`src/rtl/spi_flash_responder_if.sv`:
```
// spi_flash_responder_if: SPI pin bundle between an initiator (master)
// and the flash responder (slave).
interface spi_flash_responder_if;
  logic s_sclk;
  logic s_cs;
  logic s_mosi;
  logic s_miso;

  modport master (
    output s_sclk, s_cs, s_mosi,
    input  s_miso
  );

  modport slave (
    input  s_sclk, s_cs, s_mosi,
    output s_miso
  );
endinterface

```
`src/rtl/spi_flash_responder.sv`:
```
// spi_flash_responder: SPI mode-0 flash target (WREN/RDSR/PP/READ/CE).
// Define SPI_RESP_FAST_READ_EN to accept FAST_READ (0x0B) with 8 dummy clocks.
module spi_flash_responder #(
  parameter int MEM_BYTES   = 256,
  parameter int BUSY_CYCLES = 64
) (
  input  logic clk,
  input  logic rst,
  spi_flash_responder_if.slave spi,
  output logic wip,
  output logic wel
);
  localparam int AW = $clog2(MEM_BYTES);
  localparam int CW = $clog2(BUSY_CYCLES + 1);
  localparam logic [AW-1:0] PMASK = AW'(255);

  localparam logic [7:0] OP_WREN  = 8'h06;
  localparam logic [7:0] OP_RDSR  = 8'h05;
  localparam logic [7:0] OP_PP    = 8'h02;
  localparam logic [7:0] OP_READ  = 8'h03;
  localparam logic [7:0] OP_CE    = 8'h60;
`ifdef SPI_RESP_FAST_READ_EN
  localparam logic [7:0] OP_FREAD = 8'h0b;
`endif

  typedef enum logic [2:0] {
    IDLE, CMD, ADDR, RD_DATA, PP_DATA, STATUS, IGNORE
`ifdef SPI_RESP_FAST_READ_EN
    , DUMMY
`endif
  } state_t;

  typedef enum logic [1:0] {
    BG_IDLE, PROG_RUN, ERASE_RUN
  } bg_t;

  state_t state, nxt;
  bg_t    bg;

  logic [1:0]    sclk_q, cs_q, mosi_q;
  logic          sclk_d, cs_d;
  logic          sclk_s, cs_s, mosi_s;
  logic          rise, fall, cs_fall, cs_rise;
  logic [5:0]    bits;
  logic [2:0]    idx;
  logic [6:0]    sh;
  logic [7:0]    rx_byte, op, tx, status, src;
  logic [AW-1:0] addr, ea;
  logic [CW-1:0] cnt;
  logic          pp_done, pp_we, miso;
  logic [7:0]    mem [MEM_BYTES];

  always_ff @(posedge clk or posedge rst) begin
    if (rst) begin
      sclk_q <= '0;
      cs_q   <= '1;
      mosi_q <= '0;
      sclk_d <= 1'b0;
      cs_d   <= 1'b1;
    end else begin
      sclk_q <= {sclk_q[0], spi.s_sclk};
      cs_q   <= {cs_q[0], spi.s_cs};
      mosi_q <= {mosi_q[0], spi.s_mosi};
      sclk_d <= sclk_q[1];
      cs_d   <= cs_q[1];
    end
  end

  assign sclk_s  = sclk_q[1];
  assign cs_s    = cs_q[1];
  assign mosi_s  = mosi_q[1];
  assign rise    = sclk_s & ~sclk_d & ~cs_s;
  assign fall    = ~sclk_s & sclk_d & ~cs_s;
  assign cs_fall = ~cs_s & cs_d;
  assign cs_rise = cs_s & ~cs_d;

  assign idx     = bits[2:0];
  assign rx_byte = {sh, mosi_s};
  assign status  = {6'b0, wel, wip};
  assign src     = (state == STATUS) ? status : mem[addr];
  assign pp_we   = rise & (state == PP_DATA) & (idx == 3'd7);
  assign wip     = (bg != BG_IDLE);
  assign spi.s_miso = miso;

  always_ff @(posedge clk or posedge rst) begin
    if (rst) state <= IDLE;
    else     state <= nxt;
  end

  always_comb begin
    nxt = state;
    if (cs_s) begin
      nxt = IDLE;
    end else begin
      unique case (state)
        IDLE: if (cs_fall) nxt = CMD;
        CMD: if (rise && bits == 6'd7) begin
          // a busy part answers nothing but status reads
          if (wip && rx_byte != OP_RDSR) begin
            nxt = IGNORE;
          end else begin
            unique case (1'b1)
              rx_byte == OP_READ:  nxt = ADDR;
`ifdef SPI_RESP_FAST_READ_EN
              rx_byte == OP_FREAD: nxt = ADDR;
`endif
              rx_byte == OP_PP:    nxt = wel ? ADDR : IGNORE;
              rx_byte == OP_RDSR:  nxt = STATUS;
              default:             nxt = IGNORE;
            endcase
          end
        end
        ADDR: if (rise && bits == 6'd31) begin
          nxt = (op == OP_READ) ? RD_DATA : PP_DATA;
`ifdef SPI_RESP_FAST_READ_EN
          if (op == OP_FREAD) nxt = DUMMY;
`endif
        end
`ifdef SPI_RESP_FAST_READ_EN
        DUMMY: if (rise && bits == 6'd39) nxt = RD_DATA;
`endif
        default: ;
      endcase
    end
  end

  always_ff @(posedge clk or posedge rst) begin
    if (rst) begin
      bits    <= '0;
      sh      <= '0;
      op      <= '0;
      addr    <= '0;
      tx      <= '0;
      miso    <= 1'b1;
      pp_done <= 1'b0;
    end else if (cs_s) begin
      bits    <= '0;
      miso    <= 1'b1;
      pp_done <= 1'b0;
    end else begin
      if (rise) begin
        sh <= rx_byte[6:0];
        if (bits != 6'h3f) bits <= bits + 6'd1;
        if (state == CMD && bits == 6'd7) op <= rx_byte;
        if (state == ADDR) addr <= {addr[AW-2:0], mosi_s};
        if (state == RD_DATA && idx == 3'd7) addr <= addr + AW'(1);
        // program address wraps inside its 256-byte page
        if (pp_we) begin
          addr    <= (addr & ~PMASK) | ((addr + AW'(1)) & PMASK);
          pp_done <= 1'b1;
        end
      end
      if (fall) begin
        if (state == RD_DATA || state == STATUS) begin
          if (idx == 3'd0) begin
            tx   <= src;
            miso <= src[7];
          end else begin
            miso <= tx[~idx];
          end
        end else begin
          miso <= 1'b1;
        end
      end
    end
  end

  always_ff @(posedge clk) begin
    if (bg == ERASE_RUN) mem[ea] <= 8'hff;
    else if (pp_we)      mem[addr] <= mem[addr] & rx_byte;
  end

  always_ff @(posedge clk or posedge rst) begin
    if (rst) begin
      bg  <= BG_IDLE;
      wel <= 1'b0;
      cnt <= '0;
      ea  <= '0;
    end else begin
      unique case (bg)
        PROG_RUN: begin
          cnt <= cnt - CW'(1);
          if (cnt == CW'(1)) bg <= BG_IDLE;
        end
        ERASE_RUN: begin
          ea <= ea + AW'(1);
          if (ea == AW'(MEM_BYTES - 1)) bg <= BG_IDLE;
        end
        default: ;
      endcase
      if (cs_rise) begin
        if (bits == 6'd8 && op == OP_WREN && !wip) wel <= 1'b1;
        if (pp_done) begin
          wel <= 1'b0;
          bg  <= PROG_RUN;
          cnt <= CW'(BUSY_CYCLES);
        end
        if (bits == 6'd8 && op == OP_CE && wel && !wip) begin
          wel <= 1'b0;
          bg  <= ERASE_RUN;
          ea  <= '0;
        end
      end
    end
  end
endmodule

```
`src/flat_wrapper.sv`:
```
// flat-port wrapper written by rule: the top's interface ports become plain ports
module spi_flash_responder_flat 
#(
  parameter int MEM_BYTES   = 256,
  parameter int BUSY_CYCLES = 64
)
  (clk, rst, wip, wel, spi_s_sclk, spi_s_cs, spi_s_mosi, spi_s_miso);
  spi_flash_responder_if spi_i ();
  input  logic clk;
  input  logic rst;
  output logic wip;
  output logic wel;
  input wire logic [$bits(spi_i.s_sclk)-1:0] spi_s_sclk;
  input wire logic [$bits(spi_i.s_cs)-1:0] spi_s_cs;
  input wire logic [$bits(spi_i.s_mosi)-1:0] spi_s_mosi;
  output wire logic [$bits(spi_i.s_miso)-1:0] spi_s_miso;
  assign spi_i.s_sclk = spi_s_sclk;
  assign spi_i.s_cs = spi_s_cs;
  assign spi_i.s_mosi = spi_s_mosi;
  assign spi_s_miso = spi_i.s_miso;
  spi_flash_responder #(.MEM_BYTES(MEM_BYTES), .BUSY_CYCLES(BUSY_CYCLES)) u_core (.clk(clk), .rst(rst), .spi(spi_i), .wip(wip), .wel(wel));
endmodule
```
`config.mk`:
```
export PLATFORM = sky130hd
export DESIGN_NAME = spi_flash_responder_flat
export DESIGN_NICKNAME = d
export VERILOG_FILES = /design/src/rtl/spi_flash_responder_if.sv /design/src/rtl/spi_flash_responder.sv /design/src/flat_wrapper.sv
export SDC_FILE = /design/constraint.sdc
export NUM_CORES = 2
export LEC_CHECK = 0
export CORE_MARGIN = 1.5
export CORE_UTILIZATION = 36
export CTS_BUF_LIST = sky130_fd_sc_hd__clkbuf_2
export CTS_CLUSTER_SIZE = 40
export DETAILED_ROUTE_END_ITERATION = 8
export SLEW_MARGIN = 20
export SYNTH_ARGS = -nofsm -noshare
export SYNTH_HDL_FRONTEND = slang
export SYNTH_SLANG_ARGS = --single-unit
export TNS_END_PERCENT = 20
```
`constraint.sdc`:
```
create_clock -name clk -period 23.9 [get_ports clk]
set_clock_uncertainty 0.2 [all_clocks]
set_input_delay 4.78 -clock clk [delete_from_list [all_inputs] [get_ports clk]]
set_output_delay 4.78 -clock clk [all_outputs]
set_load 0.02 [all_outputs]
```
# Yosys cells after proc, flatten, opt, wreduce, memory -nomap -nowiden
# Memories as Yosys holds them, arrays and structs flattened.
# Index checks and enable logic that the tools add are counted.
# word_totals
mem_bits_ro,0
latchBits,0
ramBits,2048
register_bits,68
n_memories,1
# classes
mul,0
n_div,0
n_mux,48
n_shift,0
n_bitwise,14
n_eq_ne,24
reduce_logical,31
addsub,4
n_lt_le_gt_ge,1
# mem_list
name,words,width,read_ports,rd_clocked_by_memory_dff,write_ports,line,rtl
u_core.mem,256,8,1,0,1,spi_flash_responder.sv:51,logic [7:0] mem [MEM_BYTES];
# ops
cell,count
two-way mux 8 bit,9
"== test 8 x 2 -> 1 bit, second input constant",3
two-way mux 3 bit,7
two-way mux 7 bit,3
two-way mux 6 bit,3
case mux 3 bit (3 select lines),2
two-way mux 1 bit,17
"adder 8 x 1 -> 8 bit, second input constant",2
"== test 8 x 3 -> 1 bit, second input constant",2
logical AND 1 bit,10
two-way mux 2 bit,5
nonzero test 2 bit,5
"== test 3 bit, second input constant",3
"inequality test 3 x 1 -> 1 bit, second input constant",3
AND 1 bit,8
AND 8 bit,1
"== test 8 x 7 -> 1 bit, second input constant",1
"== test 8 bit, second input constant",1
"inequality test 8 x 3 -> 1 bit, second input constant",1
AND reduction 2 bit,4
AND reduction 4 bit,2
OR reduction 8 bit,1
"== test 7 x 1 -> 1 bit, second input constant",1
"subtractor 7 x 1 -> 7 bit, second input constant",1
other kinds (20),27

# Longest topological paths before layout
# logic_depth
word_depth,10
depth_mapped,13
mapped_depth_nobuf,8

# Least setup slack after synthesis
# OpenSTA, ideal clock, no wires.
# synth_path
path_kind,register to register
startpoint,register u_core.addr[0]
endpoint,"memory u_core.mem[0][4], data pin"
path_stages_with_launch,14
setup_slack_ps,9351
arrival_ps,12162
required_ps,21513
cell_sequence,dfrtp_1 > buf_6 > buf_6 > buf_6 > buf_6 > buf_6 > buf_6 > buf_6 > a211oi_1 > a2111oi_0 > nor4_1 > a311oi_1 > nand3_1 > o21ai_0
# synth_via
elab_chain_len,3
# synth_lines
element,line,rtl
"start, declared",spi_flash_responder.sv:48,"logic [AW-1:0] addr, ea;"
"start signal, assigned",spi_flash_responder.sv:145,"if (state == ADDR) addr <= {addr[AW-2:0], mosi_s};"
"start signal, assigned",spi_flash_responder.sv:146,if (state == RD_DATA && idx == 3'd7) addr <= addr + AW'(1);
"start signal, assigned",spi_flash_responder.sv:149,addr <= (addr & ~PMASK) | ((addr + AW'(1)) & PMASK);
memory read (256 x 8 bit),-,
AND 8 bit,spi_flash_responder.sv:170,else if (pp_we) mem[addr] <= mem[addr] & rx_byte;
two-way mux 8 bit (no source line),-,
"end, declared",spi_flash_responder.sv:51,
# No other way between the ends.

# Final worst setup path
# layout_path
startpoint,register u_core.bg[0]
endpoint,output wip
# layout_via
elab_chain_len,1
# layout_lines
element,line,rtl
"start, declared",spi_flash_responder.sv:38,bg_t bg;
"start signal, assigned",spi_flash_responder.sv:175,bg <= BG_IDLE;
"start signal, assigned",spi_flash_responder.sv:183,if (cnt == CW'(1)) bg <= BG_IDLE;
"start signal, assigned",spi_flash_responder.sv:187,if (ea == AW'(MEM_BYTES - 1)) bg <= BG_IDLE;
nonzero test 2 bit,spi_flash_responder.sv:82,assign wip = (bg != BG_IDLE);
"end, declared",flat_wrapper.sv:11,output logic wip;
# No other way between the ends.

==> results.md <==
* Outcome: finished, final reports clean
* First-pass GRT wire length at 336.2 mm
* CTS buffer count at 543
* Hold Crit Start: u_core.cs_q[0]$_DFF_PP1_
* Vias in the first global route at 44920
* Number of clock sinks at 2116
* Worst r2r src: u_core.addr[0]$_DFFE_PP0P_
* Worst-Margin Slew at 1289 ps
* Final Cycle Share at 34.58%
* Final Max Slew Viols at 0
* Area Growth Syn to Fin at 9.949%
* Post-Route WL at 238.2 mm
* Count of final hold-check violations at 0
* Clock transition at the registers of the reported paths at 110 ps
* Share of layout cells above drive strength 1 at 30.06%
* Largest net degree at the start of global routing at 185
* Setup tns final at 0 ps
* Crit-path cells: inv_1 > ha_1 > inv_1 > clkdlybuf4s50_1
* Routed vias/inst at 5.632
* Final non-filler cell total at 7916
* Synth Register Bits at 2116
* Post-Syn Area at 0.08316 sq mm
* PwrDens at 80.50 mW/mm^2
* Final Power at 7361 uW
* Synth Instances at 4121
* Critical Path RT at 18920 ps
* Root Buffer Master: clkbuf_2
* ANT nets after route at 0
* Cts hold-fix bufs at 0
* Delay-heaviest family, CP: buffers and inverters
* Die area at 0.2339 sq mm
* Die X at 483.6 microns
* First drt pass iteration count at 6
* Gr usage total at 20.15%
* Worst Setup End Kind: primary output
* CTS H-tree depth at 6
* Post-CTS Resized at 0
* Syn_area_per_cell at 20.18 sq um
* Vias at 44580
* Detail Placement HPWL at 141.5 mm
* Die H at 483.6 microns
* Crit path DAT at 3280 ps
* Critical path type: reg -> out
* Core Rows at 176
* Crit-path max cell delay at 610 ps
* Syn nets at 4136
* Routability cong. at 0.9209
* Yosys warns at 0
* Antenna violations before repair at 11
* Worst hold path type: reg -> reg
* Grt total ovfl at 0
* Buf+Inv Stages, Crit Path at 3
* FILL cells at 20790
* Synth cell types at 73
* Crit path from: u_core.bg[0]$_DFF_PP0_
* Final Util at 39.77%
* Post-CTS Setup Inserts at 0
* Startpoint Class: flop
* Peak Freq at 0.1210 GHz
* Worst Path Max Fanout at 3
* RSZ-0062 raised after global routing: no
* Avg WL per Cell at 30.09 microns
* Number of flops mapped to enable cells by yosys at 2048
* Ports at 8
* Longest Clk Path Bufs at 4
* Placed insts at 7023
* Multi-input gate area at 0.01877 sq mm
* Core Region at 0.2299 sq mm
* Worst vdd rail ir drop at 0.00006413 V
* Initial drt markers at 5619
* Crit path top cell by count: inv_1
* CTS tree: built
* Dominant register cell in the synthesized netlist: edfxtp_1
* Tmin final at 8264 ps
* Layout Nets at 4559
* Async SR Flop Fraction at 3.214%
* Clk_lat worst skew at 1900 ps
* DR DRC count at 0
* Crit-path slowest cell: clkdlybuf4s50_1
* Max Cap Viol at 0
* Starting Density at 36.17%
* Slew HR at 14.09%
* Setup Viol. Count Final at 0
* Port Buffers at 7
* Seq/Total Area, Yosys at 76.00%
* Leakage at 0.03421 uW
* Reg area at 0.06322 sq mm
## flip-flops by register name, summed over array words and instances (netlist names)
name,flops
u_core.sclk_q,2
u_core.sclk_d,1
u_core.cnt,7
u_core.wel,1
u_core.spi.s_miso,1
u_core.sh,7
u_core.mosi_q,2
u_core.addr,8
u_core.cs_d,1
u_core.mem,2048
u_core.op,8
u_core.state,3
u_core.pp_done,1
u_core.cs_q,2
u_core.bg,2
u_core.ea,8
u_core.tx,8
u_core.bits,6
## metrics by stage
stage | instance area, sq um | setup slack (ps) | hold WS [ps]
detailed placement | 86830 | 16450 | 137.0
global placement | 86810 | 16530 | 147.1
finish | 91440 | 15640 | 173.2
global route | 91430 | 15390 | 172.4
floorplan | 83160 | 9351 | 131.2
CTS | 91340 | 15390 | 175.6
## per-layer routing
metal,wire length (microns),global-route usage (%),share of wire (%)
met2,109100,30.54,46
met4,9798,8.962,4.1
met5,152,0.3674,0.064
met3,24780,6.122,10
met1,94410,26.74,40
## cells in the mapped netlist (18+ instances only)
master    instances  area, sq um
edfxtp_1       2048        61500
mux4_2          490        11040
nor2_1          335         1257
mux2i_1         167         1672
nand2_1         155        581.8
clkbuf_1         92        345.3
o21ai_0          73        365.4
buf_2            65        325.3
a21oi_1          64        320.3
dfrtp_1          64         1602
a22oi_1          63        473.0
nand3_1          58        290.3
buf_4            46        345.3
inv_1            29        108.9
o22ai_1          28        175.2
nor2b_1          20        125.1
a211oi_1         18        135.1
## placed cells by master (no fill, tap or decap), types with 18 or more instances in the layout
| cell type | netlist | layout |
|---|---|---|
| nand2_1 | 155 | 155 |
| dfrtp_1 | 64 | 58 |
| clkinv_1 | 1 | 88 |
| o21ai_0 | 73 | 67 |
| inv_1 | 29 | 26 |
| mux2i_1 | 167 | 167 |
| o22ai_1 | 28 | 28 |
| clkbuf_2 | 0 | 767 |
| mux4_2 | 490 | 490 |
| nand3_1 | 58 | 50 |
| a211oi_1 | 18 | 18 |
| edfxtp_1 | 2048 | 2048 |
| a22oi_1 | 63 | 63 |
| a21oi_1 | 64 | 64 |
| nor2_1 | 335 | 321 |
| buf_4 | 46 | 95 |
## layout make-up
type | count | share of cell area (%)
clock buffer | 767 | 4.198
tap | 3026 | 4.141
inverter | 31 | 0.1314
timing repair buffer | 114 | 1.099
clock inverter | 115 | 0.7389
sequential | 2116 | 69.14
multi-input combinational | 1738 | 20.53
antenna | 9 | 0.02463
## logic make-up after synthesis
logic type,synth area share [%]
buffers and inverters,1.677
AOI/OAI and AO/OA,2.965
muxes,15.50
adders and majority gates,0.1504
xor gates and xnor gates,0.1580
DFF,76.00
and+or+nand+nor,3.552
## worst paths after layout
path                                          endpoint  slack [ps]  depth (start not counted)
setup reg to reg           u_core.mem[62][7]$_DFFE_PP_       16380                         12
max in group asynchronous   u_core.addr[4]$_DFFE_PP0P_       19500                          3
setup / recovery                                   wip       15640                          4
min in group asynchronous   u_core.addr[1]$_DFFE_PP0P_        3340                          3
hold / removal                u_core.cs_q[1]$_DFF_PP1_         170                          0
hold reg to reg               u_core.cs_q[1]$_DFF_PP1_         170                          0
## power breakdown
group / total [uW] / switching (uW) / internal [uW]
sequential: 4060 / 54.9 / 4010
clock: 2380 / 1440 / 945
combinational: 918 / 580 / 338
total: 7360 / 2070 / 5290
Power figures use the tool's default switching activity.
